--- config.mk ---
export PLATFORM = sky130hd
export DESIGN_NAME = lspc_timer
export DESIGN_NICKNAME = d
export VERILOG_FILES = /design/src/rtl/lspc_timer.sv
export SDC_FILE = /design/constraint.sdc
export NUM_CORES = 1
export LEC_CHECK = 0
export CAP_MARGIN = 20
export CELL_PAD_IN_SITES_DETAIL_PLACEMENT = 1
export CELL_PAD_IN_SITES_GLOBAL_PLACEMENT = 2
export CORE_UTILIZATION = 34
export DETAILED_ROUTE_END_ITERATION = 8
export PLACE_DENSITY = 0.93
export SYNTH_ARGS = -nofsm -noshare
export SYNTH_HDL_FRONTEND = slang
export SYNTH_SLANG_ARGS = --single-unit
--- constraint.sdc ---
create_clock -name CLK -period 3.4 [get_ports CLK]
set_input_delay 0.51 -clock CLK [delete_from_list [all_inputs] [get_ports CLK]]
set_output_delay 0.51 -clock CLK [all_outputs]
set_load 0.05 [all_outputs]
--- src/rtl/lspc_timer.sv ---
// LSPC programmable raster timer: a down-counter clocked by the pixel enable, with
// reloads on CPU write, vblank and zero, and a one-cycle interrupt pulse on each zero event.
module lspc_timer #(
  parameter int unsigned CNT_W = 32
) (
  input  logic             CLK,
  input  logic             RESET,
  input  logic             CLK_EN,
  input  logic             WR_TIMER_HIGH,
  input  logic             WR_TIMER_LOW,
  input  logic             WR_MODE,
  input  logic [15:0]      DIN,
  input  logic             VBLANK_START,
  input  logic             TIMER_STOP,
  output logic             TIMER_IRQ,
  output logic             TIMER_IRQ_EN,
  output logic [CNT_W-1:0] TIMER_CNT
);

  localparam int unsigned HiW = CNT_W - 16;

  logic [CNT_W-1:0] cnt_q, cnt_d;
  logic [CNT_W-1:0] reload_q;
  logic [HiW-1:0]   reload_hi_d;
  logic [15:0]      reload_lo_d;
  logic             en_q, rl_wr_q, rl_vbl_q, rl_zero_q;
  logic             irq_q;
  logic             count_ok;
  logic             zero_evt;

  always_comb begin
    count_ok    = CLK_EN & en_q & ~TIMER_STOP;
    zero_evt    = count_ok & (cnt_q == '0);
    reload_hi_d = WR_TIMER_HIGH ? DIN[HiW-1:0] : reload_q[CNT_W-1:16];
    reload_lo_d = WR_TIMER_LOW ? DIN : reload_q[15:0];

    // Write reload sees the high half as written this cycle; other reloads use the stored value.
    cnt_d = cnt_q;
    if (WR_TIMER_LOW && rl_wr_q) begin
      cnt_d = {reload_hi_d, DIN};
    end else if (VBLANK_START && rl_vbl_q) begin
      cnt_d = reload_q;
    end else if (zero_evt) begin
      cnt_d = rl_zero_q ? reload_q : '1;
    end else if (count_ok) begin
      cnt_d = cnt_q - CNT_W'(1);
    end
  end

  always_ff @(posedge CLK) begin
    if (RESET) begin
      cnt_q     <= '0;
      reload_q  <= '0;
      en_q      <= 1'b0;
      rl_wr_q   <= 1'b0;
      rl_vbl_q  <= 1'b0;
      rl_zero_q <= 1'b0;
      irq_q     <= 1'b0;
    end else begin
      cnt_q    <= cnt_d;
      reload_q <= {reload_hi_d, reload_lo_d};
      if (WR_MODE) begin
        {rl_zero_q, rl_vbl_q, rl_wr_q, en_q} <= DIN[7:4];
      end
      // The interrupt fires on every zero event, even when a reload wins the counter.
      irq_q <= zero_evt;
    end
  end

  assign TIMER_IRQ    = irq_q;
  assign TIMER_IRQ_EN = en_q;
  assign TIMER_CNT    = cnt_q;

endmodule
# --- Yosys cells after proc, flatten, opt, wreduce, memory -nomap -nowiden ---
# Index checks and enable logic that the tools add are counted.
op_classes:
  add_sub_neg: 1
  mux: 6
  bitwise_logic: 4
  reduce_logical: 4
op_table:
  columns: ["operator", "n"]
  rows:
  - ["$mux 32", 5]
  - ["$logic_not 32->1", 1]
  - ["$sub 32x1->32 const B", 1]
  - ["$mux 16", 1]
  - ["$reduce_bool 4->1", 1]
  - ["$and 1x1->1", 3]
  - ["$logic_and 1x1->1", 2]
  - ["$not 1->1", 1]
word_totals:
  regBits: 69
  input_bits: 24
  out_inout_bits: 34
  wordCells: 23

# --- Depth between registers and ports, before layout ---
# Gate-level depths: netlist of run 1.
logic_depth:
  ltp_word: 6
  mapped_depth: 11
  depth_no_buf: 8

# --- Least setup slack after synthesis of run 1 ---
# Ideal clock, no wire load.
synth_path:
  path_type: "register to register"
  start: "register cnt_q[4] (netlist: TIMER_CNT[4])"
  end: "register cnt_q[15] (netlist: TIMER_CNT[15])"
  setup_ns: 0.120
  t_arrival_ns: 2.449
  required_ns: 3.280
  path_slack_ns: 0.831
  stages_incl_launch_ff: 8
  path_buffers: 1
  synth_period_minus_slack_ns: 2.569
  cell_sequence: "dfxtp_1 -> or4_1 -> buf_2 -> or4_1 -> or3_1 -> xnor2_1 -> nor3_1 -> o21ai_1"
synth_between:
  elab_chain_len: 5
  elab_cells_between_ends: 8
  cone_classes: "add/sub: 1; mux: 4; bitwise: 1; reduce/logical: 2"
synth_rtl:
  columns: ["item", "line_no", "rtl"]
  rows:
  - ["start, declared", "22", "logic [CNT_W-1:0] cnt_q, cnt_d;"]
  - ["start signal, assigned", "60", "cnt_q <= cnt_d;"]
  - ["$sub 32x1->32 or $logic_not 32->1 (tied branches)", "46, 33", null]
  - ["$mux 32 or $and 1x1->1 (tied branches)", "45, 33", null]
  - ["$mux 32", "43", "end else if (zero_evt) begin"]
  - ["$mux 32", "41", "end else if (VBLANK_START && rl_vbl_q) begin"]
  - ["$mux 32", "39", "if (WR_TIMER_LOW && rl_wr_q) begin"]
# Parallel ways exist; a longest one is shown, timed or not. The select of a mux whose other input is x is not followed.
# A chain may end at the register's enable or synchronous reset.

# --- Worst setup path after layout of run 1 ---
layout_path:
  start: "register cnt_q[4] (netlist: TIMER_CNT[4])"
  end: "register cnt_q[13] (netlist: TIMER_CNT[13])"
# Same word-level chain as after synthesis.

==> results of run 1 <==
-- metrics by stage --
stage / cells / hold slack (ps) / instance area, um^2
3_3_place_gp: 631 / 474 / 4490
5_1_grt: 646 / 538 / 4690
6_report: 646 / 509 / 4690
3_5_place_dp: 631 / 493 / 4490
2_1_floorplan: 455 / 461 / 3770
4_1_cts: 646 / 513 / 4690
-- logic make-up after synthesis --
| logic type | after synthesis |
|---|---|
| AND/OR/NAND/NOR | 177 |
| AO/OA/AOI/OAI | 105 |
| flip-flops | 69 |
| buffers and inverters | 42 |
| multiplexers | 39 |
| XOR/XNOR | 22 |
| adder cells (fa/ha/maj) | 1 |
-- power groups by stage --
stage          Sequential [W]  Clock (W)  Combinational [W]
2_1_floorplan         0.00106          0           0.000436
4_1_cts              0.000952   0.000698           0.000791
5_1_grt              0.000962   0.000730           0.000853
6_report             0.000953   0.000686           0.000793
3_3_place_gp         0.000966          0           0.000770
3_5_place_dp         0.000970          0           0.000787
-- critical path, stage by stage (launching register included) --
cell,delay (ps)
dfxtp_1,410
or4_1,740
nor4_4,340
and3_1,270
a21o_1,340
buf_4,230
o221ai_1,140
a31oi_1,210
-- registers in the layout, indices dropped and copies added, names as in the netlist --
register	cells
rl_wr_q	1
rl_zero_q	1
reload_q	32
TIMER_IRQ	1
rl_vbl_q	1
TIMER_IRQ_EN	1
TIMER_CNT	32
-- routing by layer --
metal / vias up / track usage, % / share of wire, %
met5: - / 0 / 0
met3: 27 / 4.19 / 5.9
met1: 1938 / 31.6 / 45
li1: 1778 / - / -
met4: 0 / 11.4 / 2.5
met2: 115 / 38.7 / 47
-- layout by cell type, fill, tap and decap left out, types with 4 or more instances in the layout --
master / instances
nand3_1: 11
a211oi_1: 9
inv_1: 4
nand4_1: 7
o221ai_1: 20
clkbuf_8: 14
a31oi_1: 21
nor4_1: 13
mux2i_1: 39
nor3_1: 11
nor2_1: 75
o22ai_1: 5
buf_4: 16
a21oi_1: 14
and3_1: 5
or4_1: 6
dfxtp_1: 69
xor2_1: 6
o21a_1: 6
xnor2_1: 16
o21ai_0: 13
or3_1: 6
nand2_1: 26
clkdlybuf4s50_1: 56
-- final timing paths --
| check | start | endpoint | cells after the start |
|---|---|---|---|
| min reg2reg | reload_q[3] | reload_q[3] | 2 |
| max | TIMER_CNT[4] | TIMER_CNT[13] | 7 |
| max reg2reg | TIMER_CNT[4] | TIMER_CNT[13] | 7 |
| min | reload_q[3] | reload_q[3] | 2 |
-- area by class of cell --
class	instances	share of cell area, %
multi-input cells	344	47.3
clock buffers	15	4.19
well taps	140	3.73
flip-flops and latches	69	29.4
repair buffers	74	15.0
inverters	4	0.320
==> flow_metrics.env, run 1 <==
export IMPL_yosysUniqueCellTypes=50
export IMPL_ios=58
export IMPL_synth_area_um2=3770
export IMPL_clkPwrFrac_pct=28.2
export IMPL_total_power_w=0.00243
export IMPL_fin_ws_ps=642
export IMPL_postLayoutCoreUtil_pct=43.5
export IMPL_fill_cells=1278
export IMPL_finalHoldViolCount=0
export IMPL_power_leakage_nw=1.79
export IMPL_yosys_top_cells_area="dfxtp_1 (37%), mux2i_1 (10%), nor2_1 (7.5%)"
export IMPL_wl_per_cell_um=20.3
export IMPL_cts_tree="yes"
export IMPL_synth_async_reset_ratio_pct=0
export IMPL_peakVddDrop_uv=188
export IMPL_synth_top_area_cell="dfxtp_1"
export IMPL_pwr_share_seq_pct=39.2
export IMPL_synthAdderAreaFrac_pct=0.332
export IMPL_worst_pin_slew_ps=909
export IMPL_power_switching_w=0.000892
export IMPL_die_w_um=107
export IMPL_syn_avg_cell_area_um2=8.28
export IMPL_setup_violations=0
export IMPL_ys_warnings_count=0
export IMPL_synth_seq_area_share_pct=36.7
export IMPL_combinationalPowerShare_pct=32.6
export IMPL_postRouteWirelength_um=13100
export IMPL_postCtsResizedCells=0
export IMPL_yosys_top_cells_count="nor2_1 (75), dfxtp_1 (69), mux2i_1 (39)"
export IMPL_rsz0062_at_grt="false"
export IMPL_finClkSkew_ps=11.1
export IMPL_powerDensity_nw_per_um2=519
export IMPL_synth_nets=480
export IMPL_ant_nets=0
export IMPL_clock_latency_ps=360
export IMPL_synthMuxAreaShare_pct=10.4
export IMPL_grt_remaining_overflow=0
export IMPL_place_port_buffers=57
export IMPL_syn_to_final_growth_pct=24.6
export IMPL_antenna_found_initial=0
export IMPL_root_buffer="clkbuf_8"
export IMPL_status="finished, final reports clean"
export IMPL_drtIter0Drc=215
export IMPL_cts_setup_buffers=0
export IMPL_gr_usage_all_layers_pct=24.2
export IMPL_gp_congestion=0.906
export IMPL_grt_pass1_vias=4029
export IMPL_antennaDiodeCount=0
export IMPL_die_area_um2=11500
export IMPL_p_int_w=0.00154
export IMPL_cts_path_max_buffers=2
export IMPL_drc_errors=0
export IMPL_synth_xor_area_share_pct=5.12
export IMPL_dr_pass1_iters=4
export IMPL_worstSetupStartpointType="flop"
export IMPL_rows=38
export IMPL_required_ps=3680
export IMPL_dieHeight_um=107
export IMPL_drive_gt1_share_pct=8.10
export IMPL_crit_type="reg2reg"
export IMPL_grt_max_degree=70
export IMPL_min_path_type="reg2reg"
export IMPL_coreArea_um2=10800
export IMPL_r2r_slack_ps=640
export IMPL_initial_utilization_pct=34.9
export IMPL_fin_crit_ps=2760
export IMPL_hpwlAfterDp_um=9180
export IMPL_cp_max_fo=9
export IMPL_cts_made_buffers=9
export IMPL_drv_cap=0
export IMPL_nNetsFinal=527
export IMPL_place_ws_ps=581
export IMPL_holdBufCountCts=0
export IMPL_synthCells=455
export IMPL_multiInputGateArea_um2=2220
export IMPL_maxSlewHeadroom_pct=39.2
export IMPL_fin_crit_sh_pct=81.1
export IMPL_grt_first_pass_wirelength_um=21200
export IMPL_regArea_um2=1380
export IMPL_slew_violations=0
export IMPL_yosys_register_bits=69
export IMPL_synth_top_family_by_area="simple AND/OR/NAND/NOR gates"
export IMPL_synth_top_area_share_pct=36.7
export IMPL_cts_sinks=69
export IMPL_clk_pin_slew_ps=70
export IMPL_synthMostInstantiatedCell="nor2_1"
export IMPL_final_setup_tns_ps=0
export IMPL_cts_max_level=3
export IMPL_max_clock_freq_ghz=0.363
export IMPL_worstPathArrival_ps=3040
export IMPL_ys_flop_type="dfxtp_1"
export IMPL_synth_compound_area_share_pct=19.6
export IMPL_swShare_pct=36.7
export IMPL_avgViaCountPerCell=5.97
export IMPL_vias=3858
export IMPL_synth_edff_count=0
export IMPL_synth_simple_area_share_pct=23.3
export IMPL_crit_path_end_kind="flop"
Power figures use the tool's default switching activity.
==> run 2: changes to the inputs <==
--- a/config.mk
+++ b/config.mk
@@ -8,9 +8,9 @@
 export CAP_MARGIN = 20
 export CELL_PAD_IN_SITES_DETAIL_PLACEMENT = 1
 export CELL_PAD_IN_SITES_GLOBAL_PLACEMENT = 2
-export CORE_UTILIZATION = 34
+export CORE_UTILIZATION = 32
 export DETAILED_ROUTE_END_ITERATION = 8
-export PLACE_DENSITY = 0.93
+export PLACE_DENSITY = 0.89
 export SYNTH_ARGS = -nofsm -noshare
 export SYNTH_HDL_FRONTEND = slang
 export SYNTH_SLANG_ARGS = --single-unit
==> constraint.sdc (replaced) <==
create_clock -name CLK -period 2.65 [get_ports CLK]
set_input_delay 0.3975 -clock CLK [delete_from_list [all_inputs] [get_ports CLK]]
set_output_delay 0.3975 -clock CLK [all_outputs]
set_load 0.05 [all_outputs]
==> run 2 against run 1 <==
  * Hold slack worse by 26 ps
  * Register-to-register slack got worse by 510 ps
  * Final cell count is 3.7% higher
  * Largest power group unchanged
  * Sequential power is 26% higher
==> flow_metrics.env, run 2 (synthesis gave the netlist of run 1 again) <==
export IMPL_initial_utilization_pct=32.8
export IMPL_rr_worst_depth=6
export IMPL_setup_violations=0
export IMPL_crit_type="reg2reg"
export IMPL_hpwlAfterDp_um=9990
export IMPL_min_to="reload_q[19]"
export IMPL_antenna_found_initial=0
export IMPL_powerDensity_nw_per_um2=698
export IMPL_ant_nets=0
export IMPL_grt_use_met3_pct=5.10
export IMPL_cts_setup_buffers=0
export IMPL_r2r_start="TIMER_CNT[6]"
export IMPL_grt_pass1_vias=4228
export IMPL_drv_cap=0
export IMPL_critPathTopFamily="simple AND/OR/NAND/NOR gates"
export IMPL_grt_remaining_overflow=0
export IMPL_antennaDiodeCount=0
export IMPL_dr_pass1_iters=4
export IMPL_slew_violations=0
export IMPL_wl_per_cell_um=20.5
export IMPL_cp_buffers_inverters=0
export IMPL_drtIter0Drc=198
export IMPL_clock_latency_ps=330
export IMPL_root_buffer="clkbuf_16"
export IMPL_slowest_delay_ps=680
export IMPL_final_common_cell="nor2_1"
export IMPL_fin_crit_sh_pct=94.9
export IMPL_finalHoldViolCount=0
export IMPL_final_setup_tns_ps=0
export IMPL_rr_endpoint="TIMER_CNT[15]"
export IMPL_die_area_um2=12200
export IMPL_drive_gt1_share_pct=12.1
export IMPL_max_clock_freq_ghz=0.398
export IMPL_cts_tree="yes"
export IMPL_gp_congestion=0.885
export IMPL_place_port_buffers=57
export IMPL_worst_pin_slew_ps=558
export IMPL_cts_made_buffers=9
export IMPL_regArea_um2=1380
export IMPL_worstSetupStartpointType="flop"
export IMPL_r2r_slack_ps=140
export IMPL_syn_to_final_growth_pct=31.0
export IMPL_holdCritStartpoint="RESET"
export IMPL_drc_errors=0
export IMPL_grt_max_degree=29
export IMPL_place_ws_ps=67.2
export IMPL_min_path_type="in2reg"
export IMPL_clk_pin_slew_ps=60
export IMPL_final_cell_mix="nor2_1 (74), dfxtp_1 (69), clkdlybuf4s50_1 (56)"
export IMPL_maxSlewHeadroom_pct=62.5
export IMPL_postRouteWirelength_um=13700
export IMPL_power_leakage_nw=1.93
export IMPL_peakVddDrop_uv=269
export IMPL_finClkSkew_ps=7.24
export IMPL_coreArea_um2=11500
export IMPL_whs_path_depth=2
export IMPL_cts_sinks=69
export IMPL_cp_slowest_cell="or4_1"
export IMPL_vias=3918
export IMPL_fin_crit_ps=2510
export IMPL_fin_ws_ps=136
export IMPL_crit_path_end_kind="flop"
export IMPL_cts_path_max_buffers=2
export IMPL_holdWs_ps=483
export IMPL_cp_max_fo=9
export IMPL_nNetsFinal=548
export IMPL_worstPathCellList="or4_1 > or4_1 > or3_1 > xnor2_1 > nor3_1 > o21ai_1"
export IMPL_multiInputGateArea_um2=2230
export IMPL_gr_usage_all_layers_pct=23.4
export IMPL_die_w_um=110
export IMPL_use_met2_pct=37.7
export IMPL_avgViaCountPerCell=5.85
export IMPL_dieHeight_um=110
export IMPL_use_met1_pct=30.2
export IMPL_required_ps=2870
export IMPL_cts_max_level=3
export IMPL_fill_cells=1375
export IMPL_status="finished, final reports clean"
export IMPL_grt_first_pass_wirelength_um=22500
export IMPL_worstPathArrival_ps=2740
export IMPL_top_usage_layer="met2"
export IMPL_rows=39
export IMPL_rsz0062_at_grt="false"
export IMPL_cp_common_cell="or4_1"
export IMPL_ios=58
-- run 2: cell type report --
| cell class | instances | share of cell area, % |
|---|---|---|
| multi-input cells | 344 | 45.2 |
| flip-flops and latches | 69 | 28.0 |
| repair buffers | 95 | 17.3 |
| clock buffers | 14 | 5.56 |
| well taps | 143 | 3.63 |
| inverters | 4 | 0.304 |
| clock inverters | 1 | 0.101 |
-- run 2: where the power goes --
group	internal, W	leakage (nW)	total, W	switching (W)
sequential	0.00112	0.567	0.00120	0.0000873
clock	0.000704	0.139	0.00114	0.000432
combinational	0.000432	1.22	0.00110	0.000670
total	0.00225	1.93	0.00344	0.00119
-- run 2: how the worst max path moves through the flow --
stage                       from       endpoint  slack, ps  cells after the start
CTS                 TIMER_CNT[1]  TIMER_CNT[24]         40                      9
global placement    TIMER_CNT[1]      TIMER_IRQ         40                      7
detailed placement  TIMER_CNT[1]  TIMER_CNT[24]         70                      9
global route        TIMER_CNT[6]  TIMER_CNT[15]         40                      6
finish              TIMER_CNT[6]  TIMER_CNT[15]        140                      6
floorplan           TIMER_CNT[4]  TIMER_CNT[15]         80                      7
-- run 2: what timing repair did --
item / 4_1_cts / 5_1_grt
resized for setup: 1 / 2
endpoints found under the setup margin: 1 / 9
hold buffers: 0 / 0
pin swaps: 0 / 0
-- run 2: through the flow --
step / util (%) / total power (W) / cell area [um^2] / cells
after global placement: 40.5 / 0.00228 / 4640 / 655
final: 43.0 / 0.00344 / 4930 / 670
after global routing: 43.0 / 0.00361 / 4930 / 670
after floorplan: - / 0.00192 / 3770 / 455
after detailed placement: 40.5 / 0.00230 / 4640 / 655
after CTS: 43.0 / 0.00346 / 4930 / 670
-- run 2: layer usage --
metal	up-vias	share of wire [%]
li1	1822	-
met1	1962	45
met2	108	48
met3	26	5.1
met4	0	2.1
met5	-	0
==> run 3: changes to the inputs <==
--- a/config.mk
+++ b/config.mk
@@ -8,9 +8,10 @@
 export CAP_MARGIN = 20
 export CELL_PAD_IN_SITES_DETAIL_PLACEMENT = 1
 export CELL_PAD_IN_SITES_GLOBAL_PLACEMENT = 2
-export CORE_UTILIZATION = 32
+export CORE_UTILIZATION = 33
+export CTS_BUF_LIST = sky130_fd_sc_hd__clkbuf_4 sky130_fd_sc_hd__clkbuf_8
 export DETAILED_ROUTE_END_ITERATION = 8
-export PLACE_DENSITY = 0.89
+export PLACE_DENSITY = 0.91
 export SYNTH_ARGS = -nofsm -noshare
 export SYNTH_HDL_FRONTEND = slang
 export SYNTH_SLANG_ARGS = --single-unit
==> run 3 against run 2 <==
  * Critical path depth unchanged
  * Fmax is 0.78% higher
  * Clock power barely moved
  * Via count shrank 0.59%
  * Cell area decreased by 0.51%
  * Sequential power barely moved
  * Global-route usage grew 1.0 points
  * Clock-buffer cell count shrank 3
  * Hold slack better by 23 ps
  * Flip-flop and latch count unchanged
  * Clock skew is 2.6 ps higher
  * Critical endpoint unchanged
  * Highest routed layer unchanged
==> flow_metrics.env, run 3 (synthesis gave the netlist of run 1 again) <==
export IMPL_dp_cells=653
export IMPL_final_cell_mix="nor2_1 (74), dfxtp_1 (69), clkdlybuf4s50_1 (56)"
export IMPL_worstPathCellList="or4_1 > or4_1 > or3_1 > xnor2_1 > nor3_1 > o21ai_1"
export IMPL_clock_latency_ps=360
export IMPL_nNetsFinal=549
export IMPL_max_clock_freq_ghz=0.401
export IMPL_maxSlewHeadroom_pct=64.0
export IMPL_syn_to_final_growth_pct=30.3
export IMPL_cp_max_fo=6
export IMPL_gr_usage_all_layers_pct=24.4
export IMPL_route_met3_wl_um=996
export IMPL_cts_setup_buffers=0
export IMPL_cp_buffers_inverters=0
export IMPL_fin_crit_ps=2490
export IMPL_grt_remaining_overflow=0
export IMPL_cp_slowest_cell="or4_1"
export IMPL_place_port_buffers=57
export IMPL_slew_violations=0
export IMPL_slowest_delay_ps=670
export IMPL_cts_sinks=69
export IMPL_grt_pass1_vias=3986
export IMPL_die_w_um=109
export IMPL_place_ws_ps=116
export IMPL_swShare_pct=35.3
export IMPL_wl_met2_um=6460
export IMPL_initial_utilization_pct=34.3
export IMPL_grt_first_pass_wirelength_um=21700
export IMPL_finClkSkew_ps=9.81
export IMPL_total_power_w=0.00343
export IMPL_pwr_share_seq_pct=35.0
export IMPL_fill_cells=1303
export IMPL_drive_gt1_share_pct=12.9
export IMPL_cp_common_cell="or4_1"
export IMPL_crit_path_end_kind="flop"
export IMPL_cts_made_buffers=9
export IMPL_worstPathArrival_ps=2740
export IMPL_clk_pin_slew_ps=90
export IMPL_antenna_found_initial=0
export IMPL_min_path_type="reg2reg"
export IMPL_vias=3895
export IMPL_gp_congestion=0.864
export IMPL_cts_max_level=3
export IMPL_r2r_slack_ps=160
export IMPL_drc_errors=0
export IMPL_postRouteWirelength_um=13800
export IMPL_rows=38
export IMPL_cts_path_max_buffers=2
export IMPL_required_ps=2900
export IMPL_power_leakage_nw=1.92
export IMPL_holdCritStartpoint="reload_q[7]"
export IMPL_wl_per_cell_um=20.6
export IMPL_postCtsResizedCells=0
export IMPL_fin_ws_ps=155
export IMPL_dr_pass1_iters=4
export IMPL_powerDensity_nw_per_um2=700
export IMPL_coreArea_um2=11000
export IMPL_holdBufCountCts=0
export IMPL_crit_start="TIMER_CNT[10]"
export IMPL_cts_tree="yes"
export IMPL_critPathTopFamily="simple AND/OR/NAND/NOR gates"
export IMPL_r2r_start="TIMER_CNT[10]"
export IMPL_regArea_um2=1380
export IMPL_crit_type="reg2reg"
export IMPL_final_common_cell="nor2_1"
export IMPL_wl_met1_um=6050
export IMPL_root_buffer="clkbuf_8"
export IMPL_rsz0062_at_grt="false"
export IMPL_status="finished, final reports clean"
export IMPL_final_setup_tns_ps=0
export IMPL_drtIter0Drc=189
export IMPL_top_layer="met4"
export IMPL_p_int_w=0.00222
export IMPL_fin_crit_sh_pct=94.1
export IMPL_combinationalPowerShare_pct=32.5
export IMPL_hpwlAfterDp_um=10000
export IMPL_ios=58
export IMPL_worst_pin_slew_ps=539
export IMPL_finalHoldViolCount=0
export IMPL_drv_cap=0
export IMPL_final_cells=669
export IMPL_dieHeight_um=109
export IMPL_clkPwrFrac_pct=32.4
export IMPL_worstSetupStartpointType="flop"
export IMPL_grt_max_degree=36
export IMPL_power_switching_w=0.00121
export IMPL_antennaDiodeCount=0
export IMPL_multiInputGateArea_um2=2220
export IMPL_ant_nets=0
export IMPL_die_area_um2=11800
export IMPL_avgViaCountPerCell=5.82
export IMPL_peakVddDrop_uv=274
export IMPL_setup_violations=0
-- run 3: cell count changes in the layout (fill, tap and decap cells not counted), sizes merged --
| cell | change |
|---|---|
| clkbuf | -3 |
| buf | +1 |
| bufinv | +3 |
| clkinv | +1 |
-- run 3: routing by layer --
layer / vias to the layer above / global-route usage, %
li1: 1824 / -
met1: 1914 / 32.3
met2: 135 / 39.9
met3: 22 / 4.00
met4: 0 / 8.30
met5: - / 0
-- run 3: worst paths after layout --
kind,cells after the start,to
hold / removal,2,reload_q[7]
setup / recovery,6,TIMER_CNT[15]
setup reg to reg,6,TIMER_CNT[15]
hold reg to reg,2,reload_q[7]
-- run 3: metrics by stage --
step,hold WS [ps],utilization (%),instance area [um^2]
after global routing,536,44.7,4910
after global placement,473,42.3,4650
after floorplan,461,-,3770
after detailed placement,488,42.3,4650
final,507,44.7,4910
after CTS,506,44.6,4900
-- run 3: final cells by class --
cell class                      instances  area share, %
Inverter                                4          0.306
Timing Repair Buffer                   96           17.5
Tap cell                              140           3.57
Clock inverter                          5           2.19
Clock buffer                           11           2.96
Sequential cell                        69           28.1
Multi-Input combinational cell        344           45.3
-- run 3: power groups by stage --
stage | Combinational [W] | Clock, W | Sequential, W
6_report | 0.00112 | 0.00111 | 0.00120
5_1_grt | 0.00120 | 0.00118 | 0.00121
4_1_cts | 0.00111 | 0.00112 | 0.00120
3_5_place_dp | 0.00109 | 0 | 0.00122
3_3_place_gp | 0.00107 | 0 | 0.00122
2_1_floorplan | 0.000559 | 0 | 0.00136
-- run 3: worst min-delay path, cell delays in order (launching register included) --
cell     delay, ps
dfxtp_1        340
mux2i_1         70
nor2_1          70
